==> src/rtl/iter_fft_pkg.sv <==
// Shared types and constant helpers for the iterative radix-2 FFT sequencer.
package iter_fft_pkg;

   typedef enum logic [1:0] {
      ST_IDLE  = 2'd0,
      ST_RUN   = 2'd1,
      ST_DRAIN = 2'd2,
      ST_DONE  = 2'd3
   } state_t;

   function automatic int bf_per_layer(input int awl);
      return 1 << (awl - 1);
   endfunction

   // START-to-DONE distance in cycles, minus one for the START cycle itself.
   function automatic int total_cycles(input int awl, input int bf_lat);
      return awl * (bf_per_layer(awl) + bf_lat);
   endfunction

endpackage

==> src/rtl/iter_fft_ctrl_if.sv <==
// Host / address-generator / memory signals of the FFT sequencer; master drives START side.
interface iter_fft_ctrl_if #(
   parameter int AWL = 5,
   parameter int LWL = 3
);
   logic           START;
   logic           ABORT;
   logic [AWL-1:0] A_ADDR;
   logic           BUSY;
   logic           DONE;
   logic           AG_CLR;
   logic           AG_EN;
   logic           AG_LAY_EN;
   logic           RD_EN;
   logic           WR_EN;
   logic [LWL-1:0] LAYER;
   logic [AWL-2:0] TW_ADDR;

   modport master (
      output START, ABORT, A_ADDR,
      input  BUSY, DONE, AG_CLR, AG_EN, AG_LAY_EN, RD_EN, WR_EN, LAYER, TW_ADDR
   );

   modport slave (
      input  START, ABORT, A_ADDR,
      output BUSY, DONE, AG_CLR, AG_EN, AG_LAY_EN, RD_EN, WR_EN, LAYER, TW_ADDR
   );
endinterface

==> src/rtl/iter_fft_ctrl_valid_delay_line.sv <==
// DEPTH-cycle 1-bit valid delay with synchronous clear; turns read strobes into write strobes.
module valid_delay_line #(
   parameter int DEPTH = 3
) (
   input  logic clk,
   input  logic rst_n,
   input  logic clr,
   input  logic din,
   output logic dout
);

   logic [DEPTH-1:0] sr;

   always_ff @(posedge clk or negedge rst_n) begin
      if (!rst_n)   sr <= '0;
      else if (clr) sr <= '0;
      else          sr <= DEPTH'({sr, din});
   end

   assign dout = sr[DEPTH-1];

endmodule

==> src/rtl/iter_fft_ctrl.sv <==
// Iterative radix-2 FFT sequencer: per layer a RUN burst then a BF_LAT drain gap, DONE pulse at the end.
// Define ITER_FFT_CTRL_TWIDDLE_EN to derive TW_ADDR from A_ADDR and LAYER; otherwise TW_ADDR is 0.
module iter_fft_ctrl
   import iter_fft_pkg::*;
#(
   parameter int AWL    = 5,
   parameter int BF_LAT = 3,
   parameter int LWL    = 3
) (
   input logic            CLK,
   input logic            RST,
   iter_fft_ctrl_if.slave bus
);

   localparam int               DCW        = (BF_LAT > 1) ? $clog2(BF_LAT) : 1;
   localparam logic [AWL-2:0]   BF_LAST    = (AWL-1)'(bf_per_layer(AWL) - 1);
   localparam logic [DCW-1:0]   DRAIN_LAST = DCW'(BF_LAT - 1);
   localparam logic [LWL-1:0]   LAYER_LAST = LWL'(AWL - 1);

   state_t         state, state_nxt;
   logic [AWL-2:0] bf_cnt;
   logic [DCW-1:0] drain_cnt;
   logic [LWL-1:0] layer;
   logic           start_hit, abort_hit, run_last, drain_last;
   logic           busy, done, ag_clr, rd_en, lay_en, wr_en;

   assign start_hit  = (state == ST_IDLE) && bus.START;
   assign abort_hit  = ((state == ST_RUN) || (state == ST_DRAIN)) && bus.ABORT;
   assign run_last   = (state == ST_RUN) && (bf_cnt == BF_LAST);
   assign drain_last = (state == ST_DRAIN) && (drain_cnt == DRAIN_LAST);

   // NOTE: sequential state uses non-blocking assignments so every flop samples pre-edge values.
   always_ff @(posedge CLK or negedge RST) begin
      if (!RST) state <= ST_IDLE;
      else      state <= state_nxt;
   end

   // NOTE: every output of this block gets a default first, so no path can infer a latch.
   always_comb begin
      state_nxt = state;
      busy      = 1'b0;
      done      = 1'b0;
      rd_en     = 1'b0;
      lay_en    = 1'b0;
      // Only the clear pulse looks at an input; gating with RST keeps it low during reset.
      ag_clr    = start_hit && RST;
      unique case (state)
         ST_IDLE: if (start_hit) state_nxt = ST_RUN;
         ST_RUN: begin
            busy   = 1'b1;
            rd_en  = 1'b1;
            lay_en = run_last;
            if (abort_hit)     state_nxt = ST_IDLE;
            else if (run_last) state_nxt = ST_DRAIN;
         end
         ST_DRAIN: begin
            busy = 1'b1;
            if (abort_hit)       state_nxt = ST_IDLE;
            else if (drain_last) state_nxt = (layer == LAYER_LAST) ? ST_DONE : ST_RUN;
         end
         ST_DONE: begin
            done      = 1'b1;
            state_nxt = ST_IDLE;
         end
         default: state_nxt = ST_IDLE;
      endcase
   end

   always_ff @(posedge CLK or negedge RST) begin
      if (!RST) begin
         bf_cnt    <= '0;
         drain_cnt <= '0;
         layer     <= '0;
      end else if (start_hit) begin
         bf_cnt    <= '0;
         drain_cnt <= '0;
         layer     <= '0;
      end else if (!abort_hit) begin
         if (state == ST_RUN) bf_cnt <= bf_cnt + 1'b1;
         if (state == ST_DRAIN) begin
            drain_cnt <= drain_last ? '0 : drain_cnt + 1'b1;
            if (drain_last && (layer != LAYER_LAST)) layer <= layer + 1'b1;
         end
      end
   end

   // Abort flushes in-flight writes so no stale result lands after IDLE.
   valid_delay_line #(
      .DEPTH(BF_LAT)
   ) u_wr_dly (
      .clk  (CLK),
      .rst_n(RST),
      .clr  (abort_hit),
      .din  (rd_en),
      .dout (wr_en)
   );

   assign bus.BUSY      = busy;
   assign bus.DONE      = done;
   assign bus.AG_CLR    = ag_clr;
   assign bus.AG_EN     = rd_en;
   assign bus.AG_LAY_EN = lay_en;
   assign bus.RD_EN     = rd_en;
   assign bus.WR_EN     = wr_en;
   assign bus.LAYER     = layer;

`ifdef ITER_FFT_CTRL_TWIDDLE_EN
   logic [AWL-1:0] tw_mask, tw_full;
   always_comb begin
      tw_mask = ~({AWL{1'b1}} << layer);
      tw_full = (bus.A_ADDR & tw_mask) << (AWL - 1 - int'(layer));
   end
   assign bus.TW_ADDR = tw_full[AWL-2:0];
`else
   logic unused_a_addr;
   assign unused_a_addr = ^bus.A_ADDR;
   assign bus.TW_ADDR   = '0;
`endif

endmodule

==> src/flat_wrapper.sv <==
// flat-port wrapper written by rule: the top's interface ports become plain ports
module iter_fft_ctrl_flat import iter_fft_pkg::*;
#(
   parameter int AWL    = 5,
   parameter int BF_LAT = 3,
   parameter int LWL    = 3
)
  (CLK, RST, bus_START, bus_ABORT, bus_A_ADDR, bus_BUSY, bus_DONE, bus_AG_CLR, bus_AG_EN, bus_AG_LAY_EN, bus_RD_EN, bus_WR_EN, bus_LAYER, bus_TW_ADDR);
  iter_fft_ctrl_if #(.AWL(AWL), .LWL(LWL)) bus_i ();
  input logic CLK;
  input logic RST;
  input wire logic [$bits(bus_i.START)-1:0] bus_START;
  input wire logic [$bits(bus_i.ABORT)-1:0] bus_ABORT;
  input wire logic [$bits(bus_i.A_ADDR)-1:0] bus_A_ADDR;
  output wire logic [$bits(bus_i.BUSY)-1:0] bus_BUSY;
  output wire logic [$bits(bus_i.DONE)-1:0] bus_DONE;
  output wire logic [$bits(bus_i.AG_CLR)-1:0] bus_AG_CLR;
  output wire logic [$bits(bus_i.AG_EN)-1:0] bus_AG_EN;
  output wire logic [$bits(bus_i.AG_LAY_EN)-1:0] bus_AG_LAY_EN;
  output wire logic [$bits(bus_i.RD_EN)-1:0] bus_RD_EN;
  output wire logic [$bits(bus_i.WR_EN)-1:0] bus_WR_EN;
  output wire logic [$bits(bus_i.LAYER)-1:0] bus_LAYER;
  output wire logic [$bits(bus_i.TW_ADDR)-1:0] bus_TW_ADDR;
  assign bus_i.START = bus_START;
  assign bus_i.ABORT = bus_ABORT;
  assign bus_i.A_ADDR = bus_A_ADDR;
  assign bus_BUSY = bus_i.BUSY;
  assign bus_DONE = bus_i.DONE;
  assign bus_AG_CLR = bus_i.AG_CLR;
  assign bus_AG_EN = bus_i.AG_EN;
  assign bus_AG_LAY_EN = bus_i.AG_LAY_EN;
  assign bus_RD_EN = bus_i.RD_EN;
  assign bus_WR_EN = bus_i.WR_EN;
  assign bus_LAYER = bus_i.LAYER;
  assign bus_TW_ADDR = bus_i.TW_ADDR;
  iter_fft_ctrl #(.AWL(AWL), .BF_LAT(BF_LAT), .LWL(LWL)) u_core (.CLK(CLK), .RST(RST), .bus(bus_i));
endmodule
==> config.mk <==
export PLATFORM = sky130hd
export DESIGN_NAME = iter_fft_ctrl_flat
export DESIGN_NICKNAME = d
export VERILOG_FILES = /design/src/rtl/iter_fft_pkg.sv /design/src/rtl/iter_fft_ctrl_if.sv /design/src/rtl/iter_fft_ctrl_valid_delay_line.sv /design/src/rtl/iter_fft_ctrl.sv /design/src/flat_wrapper.sv
export SDC_FILE = /design/constraint.sdc
export NUM_CORES = 1
export LEC_CHECK = 0
export CORE_ASPECT_RATIO = 1.4
export CORE_UTILIZATION = 35
export CTS_BUF_LIST = sky130_fd_sc_hd__clkbuf_4 sky130_fd_sc_hd__clkbuf_8
export CTS_CLUSTER_SIZE = 8
export DETAILED_ROUTE_END_ITERATION = 10
export GPL_TIMING_DRIVEN = 0
export HOLD_SLACK_MARGIN = 0.03
export MAX_ROUTING_LAYER = met4
export SYNTH_ARGS = -nofsm -noshare
export SYNTH_HDL_FRONTEND = slang
export SYNTH_SLANG_ARGS = --single-unit
==> constraint.sdc <==
create_clock -name CLK -period 2.1 [get_ports CLK]
set_input_delay 0.42 -clock CLK [delete_from_list [all_inputs] [get_ports CLK]]
set_output_delay 0.42 -clock CLK [all_outputs]
set_load 0.01 [all_outputs]
==> qor.yml, run 1 <==
viasPerCell: 5.17
r2r_start: "u_core.state[1]$_DFFE_PN0P_"
synthDistinctLibCells: 27
slew_viol_final: 0
path_clk_slew_ns: 0.09
wl_per_cell_um: 12.6
ff_latch_area_sq_um: 350
end_kind: "output port"
cts_tree: "done"
area_delta_synth_final_pct: 30.7
yosys_register_bits: 14
clockRootBuffer: "clkbuf_4"
postCtsHoldBufs: 0
die_h_um: 59.6
leakagePower_nw: 0.526
finalNetCount: 124
slowest_delay_ns: 0.52
hold_class: "input pin to asynchronous set/reset pin"
grt_max_degree: 16
die_w_um: 43.1
crit_path_start_kind: "flop"
nFillCells: 212
critPathLaunch: "u_core.state[1]$_DFFE_PN0P_"
outcome: "completed"
met3_usage: 0.0244
clock_latency_ns: 0.27
vdd_ir_drop_max_v: 0.000475
drc_errors: 0
grt.total_usage: 0.153
hpwl_mm: 1.18
period_needed_ns: 2.00
coreArea_sq_mm: 0.00220
ioPinCount: 23
layout-drive-gt1-share: 0.189
fin_skew_ns: 0.00251
fmax_mhz: 500
fin_util: 0.491
syn_avg_cell_area_sq_um: 9.86
port_buffers: 13
multiInputGateArea_sq_um: 429
cts_buffers: 3
criticalPathCategory: "flop to output port"
initial_utilization: 0.376
required_ns: 1.68
maxCapViolCount: 0
netlist_instances: 84
power_density_mw_per_mm2: 1130
tns_ns: 0
clock-sinks: 14
vias: 662
path_cells: "inv_2, ha_4, buf_4, clkdlybuf4s50_1"
htree_levels: 1
gp_congestion: 0.789
antenna_found_initial: 0
grt_setup_unrepaired: "false"
syn_area_sq_um: 828
use_met1: 0.169
drt_wl_total_mm: 1.62
grt_overflow: 0
cts_buffer_depth: 2
grt-busiest-layer: "met2"
antenna_cells: 0
hold_viol_final: 0
ant_nets: 0
die-area_sq_mm: 0.00257
drt_iter0_drc: 20
fin_crit_sh: 0.952
relSlewSlack: 0.585
path_max_fanout: 4
cp_slowest_cell: "clkdlybuf4s50_1"
tightestPinTransition_ns: 0.622
grt_use_met2: 0.249
crit_arrival_ns: 1.58
grt_pass1_wl_mm: 2.82
finalSetupViolCount: 0
dr.pass1.iters: 4
ys_seq_area_frac: 0.423
yosys_warnings: 0
rows: 20
first_global_vias: 668
==> layout make-up <==
cell class | count | share of cell area
tap | 22 | 0.0254
sequential | 14 | 0.324
buffer | 6 | 0.0382
multi-input combinational | 56 | 0.397
timing repair buffer | 15 | 0.142
clock buffer | 4 | 0.0335
inverter | 11 | 0.0405
==> power by group <==
group          switching, mW  internal [mW]
Clock                 0.0871          0.105
Combinational          0.309          0.331
Sequential            0.0461          0.345
==> critical path: cells and delay by family, from the launching register on <==
kind / cells / cell delay [ns]
flops: 1 / 0.42
fa+ha+maj: 1 / 0.16
buf+inv: 3 / 0.74
==> cell usage after synthesis <==
master / n / area (sq um)
conb_1: 1 / 3.75
nor2_1: 2 / 7.51
ha_1: 8 / 100
a221o_2: 1 / 11.3
nand2b_1: 1 / 6.26
nand2_1: 4 / 15.0
nand3b_1: 1 / 7.51
inv_4: 1 / 6.26
dfrtp_1: 14 / 350
or3_1: 3 / 18.8
a21boi_0: 3 / 22.5
and2_1: 2 / 12.5
o31ai_1: 2 / 15.0
inv_1: 10 / 37.5
o21ai_0: 2 / 10.0
o41ai_1: 1 / 8.76
a222oi_1: 1 / 10.0
and3_1: 1 / 6.26
nand3_1: 3 / 15.0
a21bo_2: 1 / 10.0
xnor2_1: 1 / 8.76
or4_1: 3 / 22.5
a21bo_4: 1 / 16.3
clkbuf_1: 1 / 3.75
mux2i_1: 2 / 20.0
a21oi_1: 9 / 45.0
buf_4: 5 / 37.5
==> state kept, by name, indices dropped and copies added, names as in the netlist <==
register / flops
u_core.bus.LAYER: 3
u_core.state: 2
u_core.u_wr_dly.sr: 3
u_core.bf_cnt: 4
u_core.drain_cnt: 2
==> through the flow <==
stage / setup slack [ns] / cell area, sq um / instances / hold WS [ns] / power, mW
after floorplan: 0.289 / 840 / 87 / 0.124 / 0.770
after global placement: -0.466 / 997 / 122 / 0.492 / 0.952
after detailed placement: -0.506 / 997 / 122 / 0.500 / 0.972
after CTS: 0.0144 / 1070 / 128 / 0.144 / 1.25
after global routing: 0.0217 / 1080 / 128 / 0.146 / 1.33
final: 0.100 / 1080 / 128 / 0.142 / 1.22
==> layout by cell type, fill, tap and decap left out <==
master,Yosys,final
nor2_1,2,2
o41ai_1,1,1
clkbuf_1,1,1
a221o_2,1,1
inv_2,0,2
a21oi_1,9,9
mux2i_1,2,2
a222oi_1,1,1
ha_4,0,2
ha_1,8,6
and2_1,2,2
o21ai_0,2,2
or4_1,3,3
nand3_1,3,3
dfrtp_1,14,14
nand2_1,4,4
inv_1,10,8
buf_4,5,7
nand2b_1,1,1
inv_4,1,1
dlymetal6s2s_1,0,3
o31ai_1,2,2
nand3b_1,1,1
clkbuf_8,0,1
xnor2_1,1,1
conb_1,1,4
clkbuf_4,0,3
clkdlybuf4s15_2,0,1
and3_1,1,1
a21bo_2,1,1
a21bo_4,1,1
clkdlybuf4s50_1,0,9
a21boi_0,3,3
or3_1,3,3
==> per-layer routing <==
metal	part of all wire	wire length (um)
met1	0.42	675
met5	0	0
met3	0.045	73
met2	0.51	832
met4	0.023	37
==> final timing paths <==
path	endpoint	slack [ns]	depth (start not counted)
max in group asynchronous	u_core.u_wr_dly.sr[1]$_DFF_PN0_	1.68	1
min in group CLK	u_core.u_wr_dly.sr[2]$_DFF_PN0_	0.51	1
max reg2reg	u_core.state[1]$_DFFE_PN0P_	0.22	6
min reg2reg	u_core.u_wr_dly.sr[2]$_DFF_PN0_	0.51	1
min	u_core.state[0]$_DFFE_PN0P_	0.14	1
max	bus_RD_EN	0.10	4
==> logic make-up after synthesis <==
| kind of cell | synth area share |
|---|---|
| compound gates | 0.180 |
| xor+xnor | 0.0106 |
| fa+ha+maj | 0.121 |
| buf+inv | 0.103 |
| flops | 0.423 |
| mux | 0.0242 |
| other cells | 0.00453 |
| simple gates | 0.134 |
==> repair_timing <==
item                                    in CTS  in global routing
setup buffers                                2                  0
gates resized for setup                      9                  3
endpoints found under the setup margin       4                  3
endpoints found under the hold margin        0                  0
Note: power is estimated with default switching activity, not from simulation.
==> inputs of run 2 (changes only) <==
--- a/config.mk
+++ b/config.mk
@@ -5,7 +5,7 @@
 export SDC_FILE = /design/constraint.sdc
 export NUM_CORES = 1
 export LEC_CHECK = 0
-export CORE_ASPECT_RATIO = 1.4
+export CORE_ASPECT_RATIO = 0.6
 export CORE_UTILIZATION = 35
 export CTS_BUF_LIST = sky130_fd_sc_hd__clkbuf_4 sky130_fd_sc_hd__clkbuf_8
 export CTS_CLUSTER_SIZE = 8
==> run 2 against run 1 <==
Via count fell by 1.1%; non-clock buffer count fell by 2; power fell by 0.35%; die area rose by 0.14%; global-route usage fell by 0.076 points; first-iteration DRC count fell by 15%; critical path depth did not move; clock skew rose by 0.0019 ns; count of clock-buffer cells in the layout fell by 1; cell area fell by 2.1%; critical path type unchanged; largest cell class unchanged; highest routed layer is now met3.
==> qor.yml, run 2 (synthesis gave the netlist of run 1 again) <==
layout_common_cells: "dfrtp_1, clkdlybuf4s50_1, a21oi_1"
ant_nets: 0
grt.total_usage: 0.152
internal_power_mw: 0.781
end_kind: "output port"
drt_wl_total_mm: 1.58
rows: 13
die_h_um: 39.7
clockRootBuffer: "clkbuf_8"
p_total_mw: 1.22
p_clk_frac: 0.179
cts_buffers: 3
leakagePower_nw: 0.491
period_needed_ns: 2.04
wl_per_cell_um: 11.9
cts_setup_buffers: 0
gp_congestion: 0.807
vdd_ir_drop_max_v: 0.000516
coreArea_sq_mm: 0.00220
power_density_mw_per_mm2: 1150
switchingPower_mw: 0.438
maxCapViolCount: 0
vias: 655
port_buffers: 13
nFillCells: 211
antenna_cells: 0
die-area_sq_mm: 0.00257
regMostFlops: "u_core.bf_cnt"
fin_skew_ns: 0.00441
drc_errors: 0
clock_latency_ns: 0.24
grt_overflow: 0
outcome: "completed"
fin_util: 0.483
initial_utilization: 0.377
finalNetCount: 122
viasPerCell: 4.92
grt_setup_unrepaired: "true"
area_delta_synth_final_pct: 27.9
r2r_setup_slack_ns: 0.26
criticalPathCategory: "flop to output port"
tns_ns: 0
place_ws_ns: -0.480
die_w_um: 64.8
timing.final.ws_setup_ns: 0.0634
seq_power_share: 0.326
htree_levels: 1
crit_arrival_ns: 1.62
hold_viol_final: 0
finalSetupViolCount: 0
switching_share: 0.359
fmax_mhz: 491
cts_resized: 8
final_common_cell: "dfrtp_1"
first_global_vias: 577
grt_max_degree: 16
layout-drive-gt1-share: 0.165
required_ns: 1.68
ff_latch_area_sq_um: 350
cts_buffer_depth: 2
dr.pass1.iters: 4
postCtsHoldBufs: 0
hold_class: "input pin to asynchronous set/reset pin"
hpwl_mm: 1.18
tightestPinTransition_ns: 0.561
ioPinCount: 23
path_max_fanout: 4
relSlewSlack: 0.626
multiInputGateArea_sq_um: 419
pwr-share-comb: 0.495
fin_crit_sh: 0.970
antenna_found_initial: 0
drt_iter0_drc: 17
largest_reg_flops: 4
grt_pass1_wl_mm: 2.66
path_clk_slew_ns: 0.06
cts_tree: "done"
clock-sinks: 14
crit_path_start_kind: "flop"
slew_viol_final: 0
-- run 2: metrics by stage --
| stage | std cells | hold slack (ns) | cell area (sq um) |
|---|---|---|---|
| after global placement | 130 | 0.492 | 1010 |
| final | 133 | 0.0756 | 1060 |
| after global routing | 133 | 0.0894 | 1060 |
| after floorplan | 87 | 0.124 | 840 |
| after detailed placement | 130 | 0.503 | 1010 |
| after CTS | 133 | 0.188 | 1060 |
-- run 2: final timing paths --
kind,from,end,depth (start not counted)
setup / recovery,u_core.state[1]$_DFFE_PN0P_,bus_RD_EN,4
hold / removal,RST,u_core.state[1]$_DFFE_PN0P_,1
setup reg to reg,u_core.state[0]$_DFFE_PN0P_,u_core.state[1]$_DFFE_PN0P_,6
hold reg to reg,u_core.u_wr_dly.sr[1]$_DFF_PN0_,u_core.u_wr_dly.sr[2]$_DFF_PN0_,1
max in group asynchronous,RST,u_core.bf_cnt[2]$_DFFE_PN0P_,1
min in group CLK,u_core.u_wr_dly.sr[1]$_DFF_PN0_,u_core.u_wr_dly.sr[2]$_DFF_PN0_,1
-- run 2: power by group through the flow --
| stage | clock (mW) | combinational [mW] | sequential [mW] |
|---|---|---|---|
| final | 0.219 | 0.604 | 0.397 |
| after floorplan | 0 | 0.378 | 0.392 |
| after CTS | 0.226 | 0.606 | 0.396 |
| after global placement | 0 | 0.564 | 0.394 |
| after detailed placement | 0 | 0.570 | 0.399 |
| after global routing | 0.241 | 0.661 | 0.406 |
-- run 2: layer usage --
layer / wire (um) / share of wire / GRT usage
met1: 811 / 0.51 / 0.198
met2: 659 / 0.42 / 0.219
met3: 108 / 0.068 / 0.0640
met4: 0 / 0 / 0.0333
met5: 0 / 0 / -
-- run 2: layout make-up --
class | count | area share
Timing Repair Buffer | 13 | 0.119
Buffer | 6 | 0.0390
Clock buffer | 3 | 0.0390
Inverter | 11 | 0.0413
Multi-Input combinational cell | 56 | 0.396
Tap cell | 30 | 0.0354
Sequential cell | 14 | 0.331
-- run 2: critical path, stage by stage (launching register included) --
cell	delay, ns
dfrtp_1	0.40
inv_2	0.12
ha_2	0.23
buf_4	0.11
clkdlybuf4s50_1	0.52
==> patch 1 (flow settings as in run 1) <==
Build with the macro `ITER_FFT_CTRL_TWIDDLE_EN` defined.
--- a/src/rtl/iter_fft_ctrl.sv
+++ b/src/rtl/iter_fft_ctrl.sv
@@ -1,5 +1,7 @@
 // Iterative radix-2 FFT sequencer: per layer a RUN burst then a BF_LAT drain gap, DONE pulse at the end.
 // Define ITER_FFT_CTRL_TWIDDLE_EN to derive TW_ADDR from A_ADDR and LAYER; otherwise TW_ADDR is 0.
+`define ITER_FFT_CTRL_TWIDDLE_EN
+
 module iter_fft_ctrl
    import iter_fft_pkg::*;
 #(
Check against the original RTL: no difference found for any inputs over 10 cycles, from zero or initial values and one cycle with RST low; that may be too few to reach the edited logic, so the function may still have changed.
==> patch 1 against run 1 <==
The run now ends with negative setup slack left. Sequential cell count unchanged. Sequential power up 2%. Fmax is 5.2% lower. Non-clock buffer count up 10. Wire length up 44%. Worst hold slack got worse by 0.010 ns. Combinational power rose by 6.1%. Worst setup slack got worse by 0.11 ns. Die area is 12% higher. Total power grew 4.0%. Cell area rose by 30%. Count of clock-buffer cells in the layout unchanged. Synthesized area is 13% higher. Largest cell class unchanged.
==> patch 1: results <==
export IMPL_crit_path_max_incr_delay_ns=0.44
export IMPL_wl_met2_um=1300
export IMPL_status="finished, violations left"
export IMPL_fin_tns_setup_ns=-0.00905
export IMPL_drt_vias_per_instance=4.95
export IMPL_synth_common_cells="14 x dfrtp_1, 12 x inv_1, 11 x a21oi_1, 11 x ha_1, 6 x nand3_1"
export IMPL_grt_pass1_vias=829
export IMPL_gp_congestion=0.757
export IMPL_place_inst=155
export IMPL_setup_violations=1
export IMPL_violations="negative setup slack"
export IMPL_arrival_ns=1.69
export IMPL_max_slew_margin_pct=59.1
export IMPL_ys_seq_area_share_pct=37.5
export IMPL_avgSynthCellArea_um2=9.33
export IMPL_drt_iter0_drc=13
export IMPL_io_buffers=21
export IMPL_nets=154
export IMPL_fin_cells=167
export IMPL_vdd_ir_drop_max_mv=0.645
export IMPL_wl_um=2330
export IMPL_cp_max_fo=3
export IMPL_crit_end="bus_TW_ADDR[3]"
export IMPL_fin_ws_ns=-0.00905
export IMPL_r2r_slack_ns=0.27
export IMPL_met1_length_um=930
export IMPL_crit_family="flip-flops"
export IMPL_yosysUniqueCellTypes=35
export IMPL_whs_ns=0.132
export IMPL_drive_above_1_share_pct=36.8
export IMPL_grtUsageTotal_pct=18.0
export IMPL_dpl_hpwl_um=1560
patch 1: where the power goes:
group | leakage [uW] | internal [uW] | switching [uW] | total (uW)
Combinational | 0.000395 | 357 | 322 | 679
Sequential | 0.000182 | 345 | 52.1 | 397
Clock | 0.0000210 | 105 | 91.5 | 197
Total | 0.000598 | 807 | 466 | 1270
patch 1: cell families after synthesis:
kind of cell	after synthesis	share of synthesized area, %
buffers and inverters	15	6.43
XOR/XNOR	2	1.88
adder cells (fa/ha/maj)	11	14.7
AND/OR/NAND/NOR	28	17.0
AO/OA/AOI/OAI	28	20.2
multiplexers	2	2.14
flip-flops	14	37.5
patch 1: timing repair:
action	4_1_cts	5_1_grt
endpoints found under the setup margin	8	5
buffers inserted	4	4
pin swaps	4	3
resized for setup	35	16
patch 1: final cells by class:
cell class,instances,area (um2),share of cell area [%]
tap,34,42.5,3.02
clock buffer,4,36.3,2.58
buffer,2,11.3,0.800
multi-input combinational,71,642,45.6
sequential,14,354,25.2
timing repair buffer,29,273,19.4
inverter,13,48.8,3.47
==> patch 2 (settings of run 1) <==
Made on the original files. Make the reset (`RST` and `rst_n`) synchronous in 3 clocked blocks.
--- a/src/rtl/iter_fft_ctrl_valid_delay_line.sv
+++ b/src/rtl/iter_fft_ctrl_valid_delay_line.sv
@@ -11,7 +11,7 @@
 
    logic [DEPTH-1:0] sr;
 
-   always_ff @(posedge clk or negedge rst_n) begin
+   always_ff @(posedge clk) begin
       if (!rst_n)   sr <= '0;
       else if (clr) sr <= '0;
       else          sr <= DEPTH'({sr, din});
--- a/src/rtl/iter_fft_ctrl.sv
+++ b/src/rtl/iter_fft_ctrl.sv
@@ -30,7 +30,7 @@
    assign drain_last = (state == ST_DRAIN) && (drain_cnt == DRAIN_LAST);
 
    // NOTE: sequential state uses non-blocking assignments so every flop samples pre-edge values.
-   always_ff @(posedge CLK or negedge RST) begin
+   always_ff @(posedge CLK) begin
       if (!RST) state <= ST_IDLE;
       else      state <= state_nxt;
    end
@@ -66,7 +66,7 @@
       endcase
    end
 
-   always_ff @(posedge CLK or negedge RST) begin
+   always_ff @(posedge CLK) begin
       if (!RST) begin
          bf_cnt    <= '0;
          drain_cnt <= '0;
Check against the original RTL: differs if RST is asserted again (counterexample within 4 cycles, from zero or initial values and one cycle with RST low); with RST held inactive, the same outputs for 10 cycles.
==> patch 2 against run 1 <==
Wire length fell by 9.6%. Cell area fell by 5.0%. Die area fell by 3.6%. Sequential cell count did not move. Sequential share of layout area fell by 5.0 points. Critical path depth fell by 1. Synthesized area fell by 3.8%. Worst setup slack got worse by 0.018 ns. Global-route usage fell by 1.7 points. Critical path type is now in2out.
Power is not compared: it rests on default switching activity, and its combinational part moved more than twofold at a synthesized area within 25%.
==> patch 2: results <==
export IMPL_status="completed"
export IMPL_ys_seq_area_share_pct=35.2
export IMPL_fin_skew_ns=0.000442
export IMPL_synth_compound_area_share_pct=18.5
export IMPL_tightestPinTransition_ns=0.494
export IMPL_dpl_worst_slack_ns=-0.0374
export IMPL_antenna_cells=0
export IMPL_gp_congestion=0.745
export IMPL_arrival_ns=1.60
export IMPL_cts_resized=5
export IMPL_dpl_hpwl_um=1070
export IMPL_yosysUniqueCellTypes=36
export IMPL_grt_pass1_wl_um=2520
export IMPL_whs_ns=0.474
export IMPL_grt_max_degree=11
export IMPL_r2r_end="u_core.bus.LAYER[2]$_SDFFE_PP0P_"
export IMPL_drt_iter0_drc=13
export IMPL_cts_setup_buffers=0
export IMPL_r2r_start="u_core.state[0]$_SDFFE_PN0P_"
export IMPL_period_minus_slack_ns=2.02
export IMPL_vias=656
export IMPL_synth_common_cells="14 x dfxtp_1, 7 x ha_1, 7 x inv_1"
export IMPL_crit_end="bus_AG_CLR"
export IMPL_inv_count=7
export IMPL_synth_xor_area_share_pct=2.20
export IMPL_drive_above_1_share_pct=20.4
export IMPL_routedWlPerCell_um=11.2
export IMPL_n_fill_cell=220
export IMPL_async_flop_share_pct=0
export IMPL_cp_max_fo=3
export IMPL_buf_share_pct=18.2
export IMPL_multi_input_area_share_pct=45.6
export IMPL_clkbuf_count=4
export IMPL_grtUsageTotal_pct=13.6
export IMPL_clk_share_pct=3.53
export IMPL_register_area_um2=282
export IMPL_ys_flop_type="dfxtp_1"
export IMPL_synthAdderAreaFrac_pct=11.0
export IMPL_synth_mux_area_share_pct=1.41
export IMPL_hold_class="reg2reg"
export IMPL_yosys_top_cells_area="dfxtp_1 35%, ha_1 11%, buf_4 4.7%"
## patch 2: routing by layer
metal  global-route usage, %  part of all wire (%)  routed length [um]  vias to the layer above
met5                       -                     0                   0                        -
met4                    6.70                   1.2                  17                        0
met3                    3.99                   5.6                  82                        2
met2                    22.2                    47                 690                       15
met1                    15.1                    46                 672                      297
li1                        -                     -                   -                      342
## patch 2: logic make-up (layout without fill, tap and decap cells)
| group | Yosys count | count (layout) |
|---|---|---|
| flip-flops | 14 | 14 |
| XOR/XNOR | 2 | 2 |
| AND/OR/NAND/NOR | 29 | 29 |
| adder cells (fa/ha/maj) | 7 | 7 |
| other | 1 | 4 |
| AO/OA/AOI/OAI | 19 | 19 |
| buffers and inverters | 15 | 32 |
| multiplexers | 1 | 1 |
## patch 2: metrics by stage
step,power (uW),cell area [um2],TNS (ns),std cells
after floorplan,481,808,0,91
after global placement,575,966,-0.0327,126
after detailed placement,580,966,-0.0566,126
after CTS,786,1010,0,130
after global routing,852,1030,-0.00553,130
final,797,1030,0,130
